<file path="config.mk">
export PLATFORM = sky130hd
export DESIGN_NAME = tty_arbiter
export DESIGN_NICKNAME = d
export VERILOG_FILES = /design/src/rtl/tty_arbiter.sv
export SDC_FILE = /design/constraint.sdc
export NUM_CORES = 1
export LEC_CHECK = 0
export ABC_AREA = 1
export BUFFER_PORTS_ARGS = -buffer_cell sky130_fd_sc_hd__clkbuf_2
export CORE_MARGIN = 3
export CORE_UTILIZATION = 55
export DETAILED_ROUTE_END_ITERATION = 10
export PLACE_DENSITY_LB_ADDON = 0.25
export SLEW_MARGIN = 20
export SYNTH_ARGS = -nofsm -noshare
export SYNTH_HDL_FRONTEND = slang
export SYNTH_SLANG_ARGS = --single-unit
</file>
<file path="constraint.sdc">
create_clock -name mclk -period 3.9 [get_ports mclk]
set_input_delay 0.39 -clock mclk [delete_from_list [all_inputs] [get_ports mclk]]
set_output_delay 0.39 -clock mclk [all_outputs]
set_load 0.03 [all_outputs]
</file>
<file path="src/rtl/tty_arbiter.sv">
// Shares one teletype between CPU writes/clears and keyboard echo: one command
// per transaction, then paces the next one on the TTY_ready fall/rise handshake.
module tty_arbiter #(
  parameter int unsigned TIMEOUT_CYCLES = 15
) (
  input  logic       mclk,
  input  logic       reset,
  input  logic       cpu_req,
  input  logic [6:0] cpu_data,
  input  logic       cpu_clear,
  output logic       cpu_ack,
  input  logic       kb_req,
  input  logic [6:0] kb_data,
  output logic       kb_ack,
  input  logic       TTY_ready,
  output logic [6:0] TTY_data,
  output logic       TTY_en,
  output logic       TTY_clear,
  output logic       busy,
  output logic [1:0] o_dbg_state
);

  // Handshake: a requester raises req (cpu_clear counts as a CPU req) with its
  // data and holds both until its one-cycle ack; requests are sampled only in
  // IDLE, so a req still high after its ack is a fresh command.

  typedef enum logic [1:0] {
    ST_IDLE      = 2'd0,
    ST_ISSUE     = 2'd1,
    ST_WAIT_LOW  = 2'd2,
    ST_WAIT_HIGH = 2'd3
  } state_t;

  localparam logic [7:0] LP_TIMEOUT = 8'(TIMEOUT_CYCLES);

  state_t     r_state;
  state_t     w_state_next;
  logic [7:0] r_cnt;
  logic [7:0] w_cnt_next;
  logic       r_last_kb;
  logic       w_last_kb_next;
  logic       r_armed;
  logic [6:0] r_tty_data;
  logic [6:0] w_tty_data_next;
  logic       r_tty_en;
  logic       w_tty_en_next;
  logic       r_tty_clear;
  logic       w_tty_clear_next;
  logic       r_cpu_ack;
  logic       w_cpu_ack_next;
  logic       r_kb_ack;
  logic       w_kb_ack_next;
  logic       r_busy;
  logic       w_busy_next;

  always_comb begin
    w_state_next     = r_state;
    w_cnt_next       = r_cnt;
    w_last_kb_next   = r_last_kb;
    w_tty_data_next  = r_tty_data;
    w_tty_en_next    = 1'b0;
    w_tty_clear_next = 1'b0;
    w_cpu_ack_next   = 1'b0;
    w_kb_ack_next    = 1'b0;

    case (r_state)
      ST_IDLE: begin
        // r_armed keeps the first grant off the first edge after reset release
        if (r_armed && TTY_ready) begin
          if (cpu_clear) begin
            w_state_next     = ST_ISSUE;
            w_tty_clear_next = 1'b1;
            w_cpu_ack_next   = 1'b1;
          end else if (cpu_req && (!kb_req || r_last_kb)) begin
            w_state_next    = ST_ISSUE;
            w_tty_en_next   = 1'b1;
            w_cpu_ack_next  = 1'b1;
            w_tty_data_next = cpu_data;
            w_last_kb_next  = 1'b0;
          end else if (kb_req) begin
            w_state_next    = ST_ISSUE;
            w_tty_en_next   = 1'b1;
            w_kb_ack_next   = 1'b1;
            w_tty_data_next = kb_data;
            w_last_kb_next  = 1'b1;
          end
        end
      end
      ST_ISSUE: begin
        w_state_next = ST_WAIT_LOW;
        w_cnt_next   = LP_TIMEOUT;
      end
      ST_WAIT_LOW: begin
        // Counter runs TIMEOUT_CYCLES down to 0; a device that never drops
        // ready is then assumed to have taken the command instantly.
        if (!TTY_ready) begin
          w_state_next = ST_WAIT_HIGH;
        end else if (r_cnt == 8'd0) begin
          w_state_next = ST_IDLE;
        end else begin
          w_cnt_next = r_cnt - 8'd1;
        end
      end
      ST_WAIT_HIGH: begin
        if (TTY_ready) begin
          w_state_next = ST_IDLE;
        end
      end
      default: begin
        w_state_next = ST_IDLE;
      end
    endcase

    w_busy_next = (w_state_next != ST_IDLE);
  end

  always_ff @(posedge mclk or negedge reset) begin
    if (!reset) begin
      r_state     <= ST_IDLE;
      r_cnt       <= 8'd0;
      r_last_kb   <= 1'b1;
      r_armed     <= 1'b0;
      r_tty_data  <= 7'd0;
      r_tty_en    <= 1'b0;
      r_tty_clear <= 1'b0;
      r_cpu_ack   <= 1'b0;
      r_kb_ack    <= 1'b0;
      r_busy      <= 1'b0;
    end else begin
      r_state     <= w_state_next;
      r_cnt       <= w_cnt_next;
      r_last_kb   <= w_last_kb_next;
      r_armed     <= 1'b1;
      r_tty_data  <= w_tty_data_next;
      r_tty_en    <= w_tty_en_next;
      r_tty_clear <= w_tty_clear_next;
      r_cpu_ack   <= w_cpu_ack_next;
      r_kb_ack    <= w_kb_ack_next;
      r_busy      <= w_busy_next;
    end
  end

  assign TTY_data    = r_tty_data;
  assign TTY_en      = r_tty_en;
  assign TTY_clear   = r_tty_clear;
  assign cpu_ack     = r_cpu_ack;
  assign kb_ack      = r_kb_ack;
  assign busy        = r_busy;
  assign o_dbg_state = r_state;

endmodule

</file>
======== Word level (Yosys, flattened, before mapping) ========
Cells that the tools add are included.
operators by class
  add/sub/neg operators ................... 1
  eq/ne operators ......................... 5
  mux-type cells .......................... 31
  bitwise logic cells ..................... 1
  reduce and logical (&&, ||, !) cells .... 11
operators by type and width
  kind                                              number
  two-way mux 1 bit                                 18
  two-way mux 8 bit                                 2
  one-hot mux 8 bit (2 select lines)                1
  two-way mux 2 bit                                 7
  two-way mux 7 bit                                 2
  zero test 8 bit                                   1
  one-hot mux 2 bit (4 select lines)                1
  subtractor 8 x 1 -> 8 bit, second input constant  1
  nonzero test 2 bit                                3
  == test 2 bit, second input constant              2
  inequality test 2 bit, second input constant      2
  AND reduction 4 bit                               1
  AND reduction 3 bit                               1
  == test 2 x 1 -> 1 bit, second input constant     1
  logical AND 1 bit                                 2
  zero test 2 bit                                   1
  zero test 1 bit                                   1
  logical OR 1 bit                                  1
  inverter 1 bit                                    1
word-level totals
  bits in registers ....................... 24
  input bits .............................. 20
  word-level logic and storage cells ...... 59

======== Longest topological paths before layout ========
Gate-level depths: netlist of run 1.
  word-level depth ........................ 8
  depth in mapped cells ................... 9

======== Least setup slack after synthesis of run 1 ========
OpenSTA, ideal clock, no wires.
  path type ............................... register to register
  start point ............................. register r_cnt[0]
  end point ............................... register r_cnt[4]
  library setup time ...................... 0.118 ns
  data arrival time ....................... 1.223 ns
  required time ........................... 3.782 ns
  setup slack ............................. 2.559 ns
  stages on the path, launching flop included .. 10
  period minus slack after synthesis ...... 1.341 ns
  cells stage by stage .................... dfrtp_1 > inv_1 > ha_1 > inv_2 > nor2_4 > nand3_2 > nand3_4 > nand2_4 > nand2_1 > nand2_1
on the way
  longest elaborated chain between the ends .. 4
  elaborated cells on any way between the ends .. 7
ends and longest elaborated chain
  element                             line  text
  from (decl)                         38    logic [7:0] r_cnt;
  from (signal assigned)              131   r_cnt <= w_cnt_next;
  subtractor 8 x 1 -> 8 bit           101   w_cnt_next = r_cnt - 8'd1;
  two-way mux 8 bit                   98    end else if (r_cnt == 8'd0) begin
  two-way mux 8 bit                   96    if (!TTY_ready) begin
  one-hot mux 8 bit (2 select lines)  66    case (r_state)
Several ways; a longest one is shown, not always the timed one. The select of a mux whose other input is x is not followed.
A chain may end at the register's enable or synchronous reset.

======== Worst setup path after layout of run 1 ========
  start point ............................. register r_cnt[0]
  end point ............................... register r_cnt[2]
Same word-level chain as after synthesis.

==> results of run 1 <==
==> placed cells by master (no fill, tap or decap), types with 2 or more instances in the layout <==
| cell | count |
|---|---|
| sky130_fd_sc_hd__clkbuf_2 | 33 |
| sky130_fd_sc_hd__clkbuf_4 | 3 |
| sky130_fd_sc_hd__dfrtp_1 | 23 |
| sky130_fd_sc_hd__inv_1 | 21 |
| sky130_fd_sc_hd__inv_2 | 5 |
| sky130_fd_sc_hd__nand2_1 | 61 |
| sky130_fd_sc_hd__nand3_1 | 12 |
| sky130_fd_sc_hd__nand3_4 | 2 |
| sky130_fd_sc_hd__nand4_1 | 2 |
| sky130_fd_sc_hd__nor2_1 | 14 |
| sky130_fd_sc_hd__nor2_4 | 2 |
| sky130_fd_sc_hd__o21ai_0 | 7 |
| sky130_fd_sc_hd__o21ai_1 | 3 |
==> state kept, by name (all words and copies together), names as in the netlist <==
name / cells
busy: 1
kb_ack: 1
o_dbg_state: 2
TTY_data: 7
cpu_ack: 1
r_last_kb: 1
TTY_en: 1
TTY_clear: 1
r_cnt: 8
r_armed: 1
==> final cells by class <==
cell class,count,area (um2)
clock buffer,4,36.3
sequential,24,602
fill,171,563
tap,27,33.8
multi-input combinational,115,578
timing repair buffer,33,165
inverter,27,104
==> layer usage <==
metal / global-route usage [%] / wire [um]
met5: 0 / 0
met4: 5.39 / 10
met3: 3.00 / 111
met2: 35.5 / 1290
met1: 23.9 / 1150
==> per-stage QoR <==
step	worst slack [ns]	instance area (um2)	hold slack (ns)	utilization, %
finish	2.41	1520	0.0595	73.0
global route	2.27	1520	0.0767	73.0
CTS	2.40	1520	0.0751	73.0
detailed placement	2.42	1480	0.414	71.2
global placement	2.51	1480	0.411	71.2
floorplan	2.56	1290	0.0944	-
==> worst paths after layout <==
check,startpoint,end,slack [ns],cells after the start
max,r_cnt[0],r_cnt[2],2.41,9
min,reset,r_cnt[6],0.06,1
max reg2reg,r_cnt[0],r_cnt[2],2.41,9
min reg2reg,r_cnt[0],r_cnt[0],0.50,2
max in group asynchronous,reset,kb_ack,3.46,1
min in group mclk,cpu_clear,TTY_clear,0.31,3
==> power by group through the flow <==
stage	registers [W]	clock network (W)	logic, W
after floorplan	0.000496	0	0.000293
after global placement	0.000409	0	0.000489
after detailed placement	0.000413	0	0.000512
after CTS	0.000409	0.000129	0.000513
after global routing	0.000421	0.000138	0.000563
final	0.000412	0.000124	0.000512
==> cells by family after synthesis <==
logic type	synth area share (%)
compound gates	6.40
xor+xnor	0.678
fa+ha+maj	0.969
flops	46.6
buf+inv	8.63
simple gates	36.4
other cells	0.290
==> impl_metrics.sql, run 1 <==
INSERT INTO impl_metrics (metric_group, metric, value, unit) VALUES
('run_status', 'outcome', 'finished, final reports clean', ''),
('critical_path', 'cp.arrival', '1.69', 'ns'),
('yosys', 'yosys-top-cells-area', 'sky130_fd_sc_hd__dfrtp_1, sky130_fd_sc_hd__nand2_1, sky130_fd_sc_hd__inv_1', ''),
('power_and_ir_drop', 'vdd.ir_drop.worst', '0.387', 'mV'),
('drt', 'drtPass1Iterations', '4', ''),
('yosys', 'synth-main-ff-cell', 'sky130_fd_sc_hd__dfrtp_1', ''),
('yosys', 'yosys.area.top_type', 'sky130_fd_sc_hd__dfrtp_1', ''),
('timing', 'slew_at_the_pin_closest_to_its_max_slew_limit', '0.577', 'ns'),
('yosys', 'synth_largest_type_area_fraction', '44.6', '%'),
('clock_tree', 'post_cts_hold_buffer_count', '0', ''),
('yosys', 'synth_enable_flop_cells', '0', ''),
('die', 'coreArea', '2080', 'um2'),
('yosys', 'post_synthesis_net_count', '188', ''),
('placed_design', 'port_buffers', '33', ''),
('power_and_ir_drop', 'seq_power_share', '39.3', '%'),
('placed_design', 'final_hpwl_from_detailed_placement', '2.07', 'mm'),
('drt', 'post_drt_via_cell_ratio', '4.83', ''),
('critical_path', 'required', '4.10', 'ns'),
('clock_tree', 'cts.path.max_buffers', '2', ''),
('timing', 'report.final.hold_viol_count', '0', ''),
('critical_path', 'crit_path_start_kind', 'flop', ''),
('timing', 'timing.max_slew.rel_slack', '61.6', '%'),
('timing', 'final.period_utilization', '38.3', '%'),
('timing', 'rsz_0062_raised_after_global_routing', 'false', ''),
('timing', 'fmax', '0.669', 'GHz'),
('drt', 'detailed_route_iter0_violations', '27', ''),
('yosys', 'post_synth_instance_area', '1290', 'um2'),
('yosys', 'sequential_to_total_area_share_from_yosys_stat', '46.6', '%'),
('yosys', 'netlist_top_cells_count', 'sky130_fd_sc_hd__nand2_1, sky130_fd_sc_hd__dfrtp_1, sky130_fd_sc_hd__inv_1', ''),
('timing', 'report.final.setup_viol', '0', ''),
('critical_path', 'path_max_fanout', '10', ''),
('critical_path', 'critPathTopFamily', 'simple AND/OR/NAND/NOR gates', ''),
('critical_path', 'worst-setup-path-type', 'reg -> reg', ''),
('clock_tree', 'clk-insertion-delay-late', '0.30', 'ns'),
('die', 'floorplan.initialDensity', '62.0', '%'),
('global_routing', 'largest_net_degree_at_the_start_of_global_routing', '25', ''),
('clock_tree', 'clkTransAtPathRegs', '0.13', 'ns'),
('critical_path', 'worstPathBufferInverterCount', '2', ''),
('drt', 'num_vias', '1111', ''),
('power_and_ir_drop', 'switching_share', '47.3', '%'),
('clock_tree', 'cts_repair_resize_count', '0', ''),
('critical_path', 'largest_stage_delay_on_the_critical_path', '0.39', 'ns'),
('power_and_ir_drop', 'p_int', '0.000552', 'W'),
('drt', 'avgRoutedWirePerCell', '11.2', 'um'),
('timing', 'timing.clock.skew', '0.00777', 'ns'),
('yosys', 'ys_types', '26', ''),
('power_and_ir_drop', 'clockPowerShare', '11.9', '%'),
('placed_design', 'dpl.cell_count', '226', ''),
('layout', 'layout-drive-gt1-share', '27.1', '%'),
('clock_tree', 'htreeDepth', '1', ''),
('layout', 'layoutNonFillerInstCount', '230', ''),
('power_and_ir_drop', 'power_per_cell_area', '690', 'nW/um2'),
('power_and_ir_drop', 'p_total', '0.00105', 'W'),
('critical_path', 'critPathMostFrequentCell', 'sky130_fd_sc_hd__nand2_1', ''),
('layout', 'insertedDiodeCount', '0', ''),
('clock_tree', 'clock_tree.root_cell', 'sky130_fd_sc_hd__clkbuf_4', ''),
('die', 'ioPinCount', '34', ''),
('global_routing', 'grt_usage', '19.6', '%'),
('layout', 'flow.area_growth_from_synthesis', '17.6', '%'),
('die', 'floorplan.die.width', '54.5', 'um'),
('die', 'die_height', '54.5', 'um'),
('die', 'die_area', '2970', 'um2'),
('timing', 'period_needed', '1.49', 'ns'),
('critical_path', 'timing.critical_path.slowest_stage_cell', 'sky130_fd_sc_hd__dfrtp_1', ''),
('critical_path', 'critPathCaptureType', 'flop', ''),
('yosys', 'yosysWarningCount', '0', ''),
('yosys', 'post_synth_inst_count', '167', ''),
('critical_path', 'crit_chain', 'inv_1 > ha_1 > inv_2 > nor2_4 > nand3_2 > nand3_4 > nand2_4 > nand2_1 > nand2_1', ''),
('yosys', 'yosys.cell_count.top_type', 'sky130_fd_sc_hd__nand2_1', ''),
('global_routing', 'antenna_found_initial', '0', ''),
('clock_tree', 'cts-buffers-inserted', '3', '');
Power figures use the tool's default switching activity.
==> run 2, diff against run 1 <==
ABC_AREA = 0   (was 1)
CORE_UTILIZATION = 45   (was 55)
clock period = 1.3 ns   (was 3.9 ns; I/O delays follow)
==> run 2 against run 1 <==
  * The run now ends with negative setup slack left
  * Worst setup slack worse by 2.7 ns
  * Die area is 4.8% higher
  * Critical path depth is 2 lower
  * Global-route usage is 1.5 points higher
  * First-iteration DRC count is 52% higher
  * Critical endpoint is now r_cnt[5]
  * Largest cell class is now multi-input combinational cells
==> impl_metrics.sql, run 2 <==
INSERT INTO impl_metrics (metric_group, metric, value, unit) VALUES
('yosys', 'synth_largest_type_area_fraction', '51.7', '%'),
('yosys', 'post_synth_inst_count', '100', ''),
('layout', 'flow.area_growth_from_synthesis', '66.0', '%'),
('power_and_ir_drop', 'vdd.ir_drop.worst', '1.39', 'mV'),
('clock_tree', 'cts_tree', 'done', ''),
('timing', 'report.final.hold_viol_count', '0', ''),
('critical_path', 'path_max_fanout', '3', ''),
('timing', 'period_needed', '1.61', 'ns'),
('timing', 'timing.max_slew.rel_slack', '60.7', '%'),
('run_status', 'outcome', 'complete, but fails checks', ''),
('yosys', 'post_synth_instance_area', '1110', 'um2'),
('clock_tree', 'cts.path.max_buffers', '2', ''),
('clock_tree', 'clock_sinks', '24', ''),
('min_path', 'worst_hold_path_cell_count', '3', ''),
('layout', 'post-route-util', '81.2', '%'),
('global_routing', 'total_global_routing_overflow', '0', ''),
('timing', 'final.period_utilization', '124', '%'),
('placed_design', 'port_buffers', '33', ''),
('yosys', 'yosysWarningCount', '0', ''),
('drt', 'avgRoutedWirePerCell', '17.7', 'um'),
('drt', 'detailed_route_iter0_violations', '41', ''),
('power_and_ir_drop', 'power_per_cell_area', '1820', 'nW/um2'),
('layout', 'layout.nets', '188', ''),
('critical_path', 'cp.arrival', '1.85', 'ns'),
('layout', 'layout.area.seq', '604', 'um2'),
('critical_path', 'largest_stage_delay_on_the_critical_path', '0.43', 'ns'),
('min_path', 'hold_path_end', 'TTY_data[4]', ''),
('yosys', 'netlist_top_cells_count', 'sky130_fd_sc_hd__dfrtp_1, sky130_fd_sc_hd__nor2_1, sky130_fd_sc_hd__a21oi_1', ''),
('yosys', 'ys_seq_elements', '24', ''),
('timing', 'rsz_0062_raised_after_global_routing', 'true', ''),
('power_and_ir_drop', 'p_total', '0.00336', 'W'),
('critical_path', 'crit_path_start_kind', 'flop', ''),
('layout', 'max_flop_register', 'r_cnt', ''),
('die', 'floorplan.initialDensity', '48.9', '%'),
('clock_tree', 'htreeDepth', '1', ''),
('yosys', 'synth_enable_flop_cells', '0', ''),
('critical_path', 'worst-setup-path-type', 'reg -> reg', ''),
('layout', 'layoutNonFillerInstCount', '194', ''),
('layout', 'multiInputGateArea', '718', 'um2'),
('drt', 'drtPass1Iterations', '4', ''),
('run_status', 'violations', 'negative setup slack', ''),
('yosys', 'synth-main-ff-cell', 'sky130_fd_sc_hd__dfrtp_1', ''),
('critical_path', 'worstRegToRegCells', '7', ''),
('layout', 'layout-drive-gt1-share', '63.9', '%'),
('layout', 'insertedDiodeCount', '0', ''),
('critical_path', 'crit-reg2reg-launch', 'r_cnt[0]', ''),
('placed_design', 'dpl.cell_count', '179', ''),
('die', 'die_area', '3110', 'um2'),
('die', 'die_height', '55.7', 'um'),
('timing', 'timing.clock.skew', '0.00222', 'ns'),
('die', 'ioPinCount', '34', ''),
('yosys', 'syn-mean-instance-area', '11.1', 'um2'),
('global_routing', 'largest_net_degree_at_the_start_of_global_routing', '25', ''),
('yosys', 'ys_types', '32', ''),
('global_routing', 'grt_usage', '21.1', '%'),
('global_routing', 'antenna_found_initial', '0', ''),
('layout', 'layout.filler_cells', '133', ''),
('drt', 'num_vias', '1079', ''),
('die', 'floorplan.die.width', '55.7', 'um'),
('clock_tree', 'clk-insertion-delay-late', '0.33', 'ns'),
('critical_path', 'rrSetupSlack', '-0.31', 'ns'),
('timing', 'slew_at_the_pin_closest_to_its_max_slew_limit', '0.590', 'ns'),
('power_and_ir_drop', 'static-leakage-power', '0.865', 'nW'),
('drt', 'post_drt_via_cell_ratio', '5.56', ''),
('drt', 'route.detailed.drc', '0', ''),
('clock_tree', 'clkTransAtPathRegs', '0.14', 'ns'),
('yosys', 'sequential_to_total_area_share_from_yosys_stat', '54.0', '%'),
('timing', 'finalMaxSlewViolations', '0', ''),
('critical_path', 'worstReg2RegEnd', 'r_cnt[5]', ''),
('timing', 'report.final.setup_viol', '18', ''),
('layout', 'final_common_cell', 'sky130_fd_sc_hd__clkbuf_2', ''),
('placed_design', 'final_hpwl_from_detailed_placement', '1.94', 'mm'),
('placed_design', 'place.gp.congestion', '0.778', ''),
('layout', 'final_cell_area', '1850', 'um2'),
('timing', 'finalHoldWorstSlack', '0.0868', 'ns'),
('yosys', 'yosys-top-cells-area', 'sky130_fd_sc_hd__dfrtp_1, sky130_fd_sc_hd__mux2i_1, sky130_fd_sc_hd__nor2_1', ''),
('critical_path', 'timing.critical_path.slowest_stage_cell', 'sky130_fd_sc_hd__dfrtp_1', ''),
('clock_tree', 'clock_tree.root_cell', 'sky130_fd_sc_hd__clkbuf_4', ''),
('flow_run', 'drv_cap', '0', ''),
('layout', 'layout.cells.most_common_list', 'sky130_fd_sc_hd__clkbuf_2, sky130_fd_sc_hd__buf_4, sky130_fd_sc_hd__dfrtp_1', ''),
('clock_tree', 'cts-buffers-inserted', '3', ''),
('critical_path', 'crit_chain', 'inv_1 > ha_2 > nor3b_4 > buf_6 > a2111oi_4 > xnor2_1 > nor2_1', ''),
('global_routing', 'first_global_vias', '1080', ''),
('layout', 'largest_reg_flops', '8', ''),
('min_path', 'timing.hold.worst.start', 'cpu_data[4]', ''),
('yosys', 'yosys.cell_count.top_type', 'sky130_fd_sc_hd__dfrtp_1', ''),
('yosys', 'yosys.area.top_type', 'sky130_fd_sc_hd__dfrtp_1', ''),
('die', 'coreArea', '2280', 'um2'),
('drt', 'postRouteWirelength', '3.43', 'mm'),
('timing', 'fmax', '0.620', 'GHz'),
('min_path', 'worst_hold_path_type', 'in -> reg', ''),
('critical_path', 'startpoint', 'r_cnt[0]', ''),
('critical_path', 'required', '1.54', 'ns'),
('critical_path', 'critPathCaptureType', 'flop', ''),
('yosys', 'asr_flop_ratio_synth', '100', '%'),
('global_routing', 'grt_pass1_wl', '5.10', 'mm'),
('drt', 'detail-route-antenna-nets', '0', ''),
('placed_design', 'placed_cell_area', '1550', 'um2'),
('die', 'cell_rows', '17', ''),
('yosys', 'post_synthesis_net_count', '121', ''),
('timing', 'fin_ws', '-0.314', 'ns');
==> run 2: changes by cell type in the layout (fill, tap and decap cells not counted), sizes merged, moves of 3 or more <==
cell / delta
nand2: -63
buf: +30
inv: -20
nand3: -15
o21ai: -10
a21oi: +9
mux2i: +8
nor2: -4
a211oi: +3
a31oi: +3
nor3: +3
nor4: +3
xnor2: +3
==> run 2: timing repair <==
action                                  CTS  global route
resized for setup                        10            25
hold buffers                              1             0
hold endpoints to repair                 23             0
gates cloned                              1             0
setup buffers                             4             6
endpoints found under the setup margin   18            20
pin swaps                                 9            11
==> run 2: per-layer routing <==
layer,vias up,part of all wire (%),track usage [%]
li1,489,-,-
met1,539,41,26.4
met2,42,51,34.6
met3,9,5.8,4.64
met4,0,2.3,9.38
met5,-,0,0
==> run 2: cells by family after synthesis <==
logic type               count (synthesis)  synth area share, %
XOR/XNOR                                 4                 3.15
AO/OA/AOI/OAI                           23                 13.8
flip-flops                              24                 54.0
multiplexers                             8                 7.19
other                                    1                0.337
AND/OR/NAND/NOR                         30                 17.1
adder cells (fa/ha/maj)                  1                 1.12
buffers and inverters                    9                 3.26
==> run 2: cell type report <==
class                           instances  area share [%]
Clock buffer                            4            1.96
Inverter                                7            1.42
Multi-Input combinational cell         67            38.9
Sequential cell                        24            32.7
Tap cell                               28            1.90
Timing Repair Buffer                   64            23.2
==> run 2: worst max-delay path by stage <==
stage | to | slack (ns) | cells past startpoint
3_3_place_gp | r_cnt[7] | -0.27 | 4
2_1_floorplan | r_cnt[6] | -0.27 | 6
6_report | r_cnt[5] | -0.31 | 7
4_1_cts | r_cnt[5] | -0.25 | 7
3_5_place_dp | r_cnt[7] | -0.33 | 4
5_1_grt | r_cnt[5] | -0.38 | 7
==> run 2: where the power goes <==
group | switching (W) | internal (W)
Sequential | 0.000220 | 0.000982
Combinational | 0.000966 | 0.000769
Clock | 0.000253 | 0.000172
Total | 0.00144 | 0.00192
==> run 2: through the flow <==
step           setup WS, ns  setup TNS (ns)
3_3_place_gp         -0.271           -1.70
5_1_grt              -0.384           -4.58
3_5_place_dp         -0.334           -2.40
4_1_cts              -0.245           -2.28
6_report             -0.314           -3.17
2_1_floorplan        -0.268           -3.15
==> run 2: critical path: cells and delay by family (launching register included) <==
| kind | cells | cell delay, ns |
|---|---|---|
| AOI/OAI and AO/OA | 1 | 0.06 |
| xor gates and xnor gates | 1 | 0.19 |
| DFF | 1 | 0.43 |
| and+or+nand+nor | 2 | 0.40 |
| buffers and inverters | 2 | 0.24 |
| adders and majority gates | 1 | 0.20 |
==> run 3, diff against run 2 <==
==> constraint.sdc (replaced) <==
create_clock -name mclk -period 1.3 [get_ports mclk]
set_input_delay 0.13 -clock mclk [delete_from_list [all_inputs] [get_ports mclk]]
set_output_delay 0.13 -clock mclk [all_outputs]
set_load 0.1 [all_outputs]
==> run 3 against run 2 <==
  * Combinational power rose by 66%
  * Cell area rose by 5.4%
  * Via count down 0.28%
  * The run still ends with negative setup slack left
  * Sequential cell count unchanged
  * Critical path depth fell by 1
  * Utilization is 4.4 points higher
  * Total power up 38%
  * Count of clock-buffer cells in the layout down 1
  * Critical path type unchanged
  * Critical endpoint is now r_cnt[6]
  * Clock skew rose by 0.0083 ns
==> impl_metrics.sql, run 3 (synthesis results as in run 2) <==
INSERT INTO impl_metrics (metric_group, metric, value, unit) VALUES
('run_status', 'outcome', 'complete, but fails checks', ''),
('run_status', 'violations', 'negative setup slack', ''),
('flow_run', 'drv_cap', '0', ''),
('power_and_ir_drop', 'power_per_cell_area', '2390', 'nW/um2'),
('die', 'ioPinCount', '34', ''),
('die', 'die_area', '3110', 'um2'),
('critical_path', 'worstReg2RegEnd', 'r_cnt[6]', ''),
('min_path', 'worst_hold_path_type', 'in -> reg', ''),
('die', 'floorplan.die.width', '55.7', 'um'),
('die', 'die_height', '55.7', 'um'),
('timing', 'slew_at_the_pin_closest_to_its_max_slew_limit', '0.591', 'ns'),
('placed_design', 'placed_cell_area', '1560', 'um2'),
('timing', 'timing.setup.tns', '-3.13', 'ns'),
('drt', 'post_drt_via_cell_ratio', '5.52', ''),
('placed_design', 'dpl.cell_count', '178', ''),
('layout', 'final_cell_area', '1950', 'um2'),
('power_and_ir_drop', 'static-leakage-power', '0.915', 'nW'),
('layout', 'insertedDiodeCount', '0', ''),
('placed_design', 'final_hpwl_from_detailed_placement', '1.99', 'mm'),
('critical_path', 'required', '1.52', 'ns'),
('layout', 'flow.area_growth_from_synthesis', '74.9', '%'),
('clock_tree', 'clk-insertion-delay-late', '0.32', 'ns'),
('critical_path', 'critPathCaptureType', 'flop', ''),
('layout', 'layout.cells.most_common_list', 'sky130_fd_sc_hd__buf_4, sky130_fd_sc_hd__dfrtp_1, sky130_fd_sc_hd__clkbuf_2', ''),
('critical_path', 'cp.arrival', '1.80', 'ns'),
('timing', 'report.final.setup_viol', '18', ''),
('critical_path', 'largest_stage_delay_on_the_critical_path', '0.42', 'ns'),
('timing', 'report.final.hold_viol_count', '0', ''),
('drt', 'detailed_route_iter0_violations', '17', ''),
('clock_tree', 'htreeDepth', '1', ''),
('global_routing', 'antenna_found_initial', '0', ''),
('clock_tree', 'cts-buffers-inserted', '3', ''),
('timing', 'finalMaxSlewViolations', '0', ''),
('layout', 'layoutNonFillerInstCount', '195', ''),
('global_routing', 'grt_usage', '22.7', '%'),
('critical_path', 'worstRegToRegCells', '6', ''),
('layout', 'largest_reg_flops', '8', ''),
('timing', 'rsz_0062_raised_after_global_routing', 'true', ''),
('drt', 'detail-route-antenna-nets', '0', ''),
('critical_path', 'crit_path_start_kind', 'flop', ''),
('clock_tree', 'cts.path.max_buffers', '2', ''),
('drt', 'num_vias', '1076', ''),
('global_routing', 'grt_pass1_wl', '5.51', 'mm'),
('timing', 'period_needed', '1.58', 'ns'),
('layout', 'max_flop_register', 'r_cnt', ''),
('critical_path', 'crit_chain', 'inv_1 > ha_2 > or3b_4 > nor4_4 > xnor2_1 > nor2_1', ''),
('die', 'cell_rows', '17', ''),
('critical_path', 'rrSetupSlack', '-0.28', 'ns'),
('critical_path', 'path_max_fanout', '3', ''),
('timing', 'fin_ws', '-0.283', 'ns'),
('critical_path', 'crit-reg2reg-launch', 'r_cnt[0]', ''),
('critical_path', 'worst-setup-path-type', 'reg -> reg', ''),
('drt', 'route.detailed.drc', '0', ''),
('drt', 'postRouteWirelength', '3.49', 'mm'),
('global_routing', 'first_global_vias', '1139', ''),
('layout', 'final_common_cell', 'sky130_fd_sc_hd__buf_4', ''),
('min_path', 'hold_path_end', 'kb_ack', ''),
('layout', 'layout.filler_cells', '95', ''),
('critical_path', 'startpoint', 'r_cnt[0]', ''),
('drt', 'drtPass1Iterations', '4', ''),
('critical_path', 'timing.critical_path.slowest_stage_cell', 'sky130_fd_sc_hd__dfrtp_1', ''),
('clock_tree', 'cts_tree', 'done', ''),
('min_path', 'worst_hold_path_cell_count', '2', ''),
('drt', 'avgRoutedWirePerCell', '17.9', 'um'),
('min_path', 'timing.hold.worst.start', 'cpu_clear', ''),
('die', 'floorplan.initialDensity', '48.9', '%'),
('layout', 'layout.nets', '189', ''),
('timing', 'timing.clock.skew', '0.0106', 'ns'),
('global_routing', 'largest_net_degree_at_the_start_of_global_routing', '25', ''),
('layout', 'layout-drive-gt1-share', '64.1', '%'),
('global_routing', 'total_global_routing_overflow', '0', ''),
('clock_tree', 'clock_sinks', '24', ''),
('power_and_ir_drop', 'vdd.ir_drop.worst', '2.49', 'mV'),
('timing', 'fmax', '0.632', 'GHz'),
('timing', 'timing.max_slew.rel_slack', '60.6', '%'),
('placed_design', 'place_ws', '-0.357', 'ns'),
('clock_tree', 'clock_tree.root_cell', 'sky130_fd_sc_hd__clkbuf_4', ''),
('timing', 'finalHoldWorstSlack', '0.0658', 'ns'),
('clock_tree', 'clkTransAtPathRegs', '0.14', 'ns'),
('placed_design', 'port_buffers', '33', ''),
('placed_design', 'place.gp.congestion', '0.726', ''),
('timing', 'final.period_utilization', '122', '%'),
('die', 'coreArea', '2280', 'um2');
==> run 3: metrics by stage <==
stage / total power [W] / util [%]
6_report: 0.00466 / 85.6
5_1_grt: 0.00484 / 85.6
4_1_cts: 0.00433 / 81.4
3_5_place_dp: 0.00353 / 68.7
3_3_place_gp: 0.00348 / 68.7
2_1_floorplan: 0.00281 / -
==> run 3: final cells by class <==
cell class | instances | area [um2] | area share, %
Clock buffer | 3 | 22.5 | 1.16
Inverter | 7 | 26.3 | 1.35
Tap cell | 28 | 35.0 | 1.80
Sequential cell | 24 | 609 | 31.3
Timing Repair Buffer | 65 | 509 | 26.1
Clock inverter | 1 | 30.0 | 1.54
Multi-Input combinational cell | 67 | 716 | 36.7
==> run 3: worst max-delay path, delay by kind of cell (launching register included) <==
kind	cells	cell delay, ns
xor gates and xnor gates	1	0.17
and+or+nand+nor	3	0.66
buffers and inverters	1	0.07
DFF	1	0.42
adders and majority gates	1	0.18
==> run 3: timing repair <==
| item | 4_1_cts | 5_1_grt |
|---|---|---|
| pin swaps | 13 | 3 |
| setup buffers | 7 | 5 |
| setup endpoints to repair | 19 | 25 |
| cloned | 1 | 0 |
| hold buffers | 1 | 0 |
| resized for setup | 28 | 20 |
| hold endpoints to repair | 23 | 0 |
==> run 3: worst max path at each step <==
stage | cells past startpoint | slack [ns] | to
final | 6 | -0.28 | r_cnt[6]
after detailed placement | 4 | -0.36 | r_cnt[5]
after floorplan | 5 | -0.34 | TTY_data[5]
after CTS | 4 | -0.32 | r_cnt[7]
after global routing | 6 | -0.33 | r_cnt[6]
after global placement | 4 | -0.32 | r_cnt[5]
==> run 3: where the power goes <==
group          internal [W]  switching (W)  leakage [nW]
clock network      0.000312       0.000238        0.0279
logic              0.000989        0.00190         0.603
registers          0.000995       0.000218         0.284
==> run 3: layer usage <==
layer  global-route usage, %  part of all wire (%)  vias to the layer above  routed length (um)
met5                       0                     0                        -                   0
met4                    9.03                   3.0                        0                 106
met3                    4.87                   4.9                       11                 171
met2                    40.2                    53                       37                1840
met1                    26.5                    39                      539                1370
li1                        -                     -                      489                   -
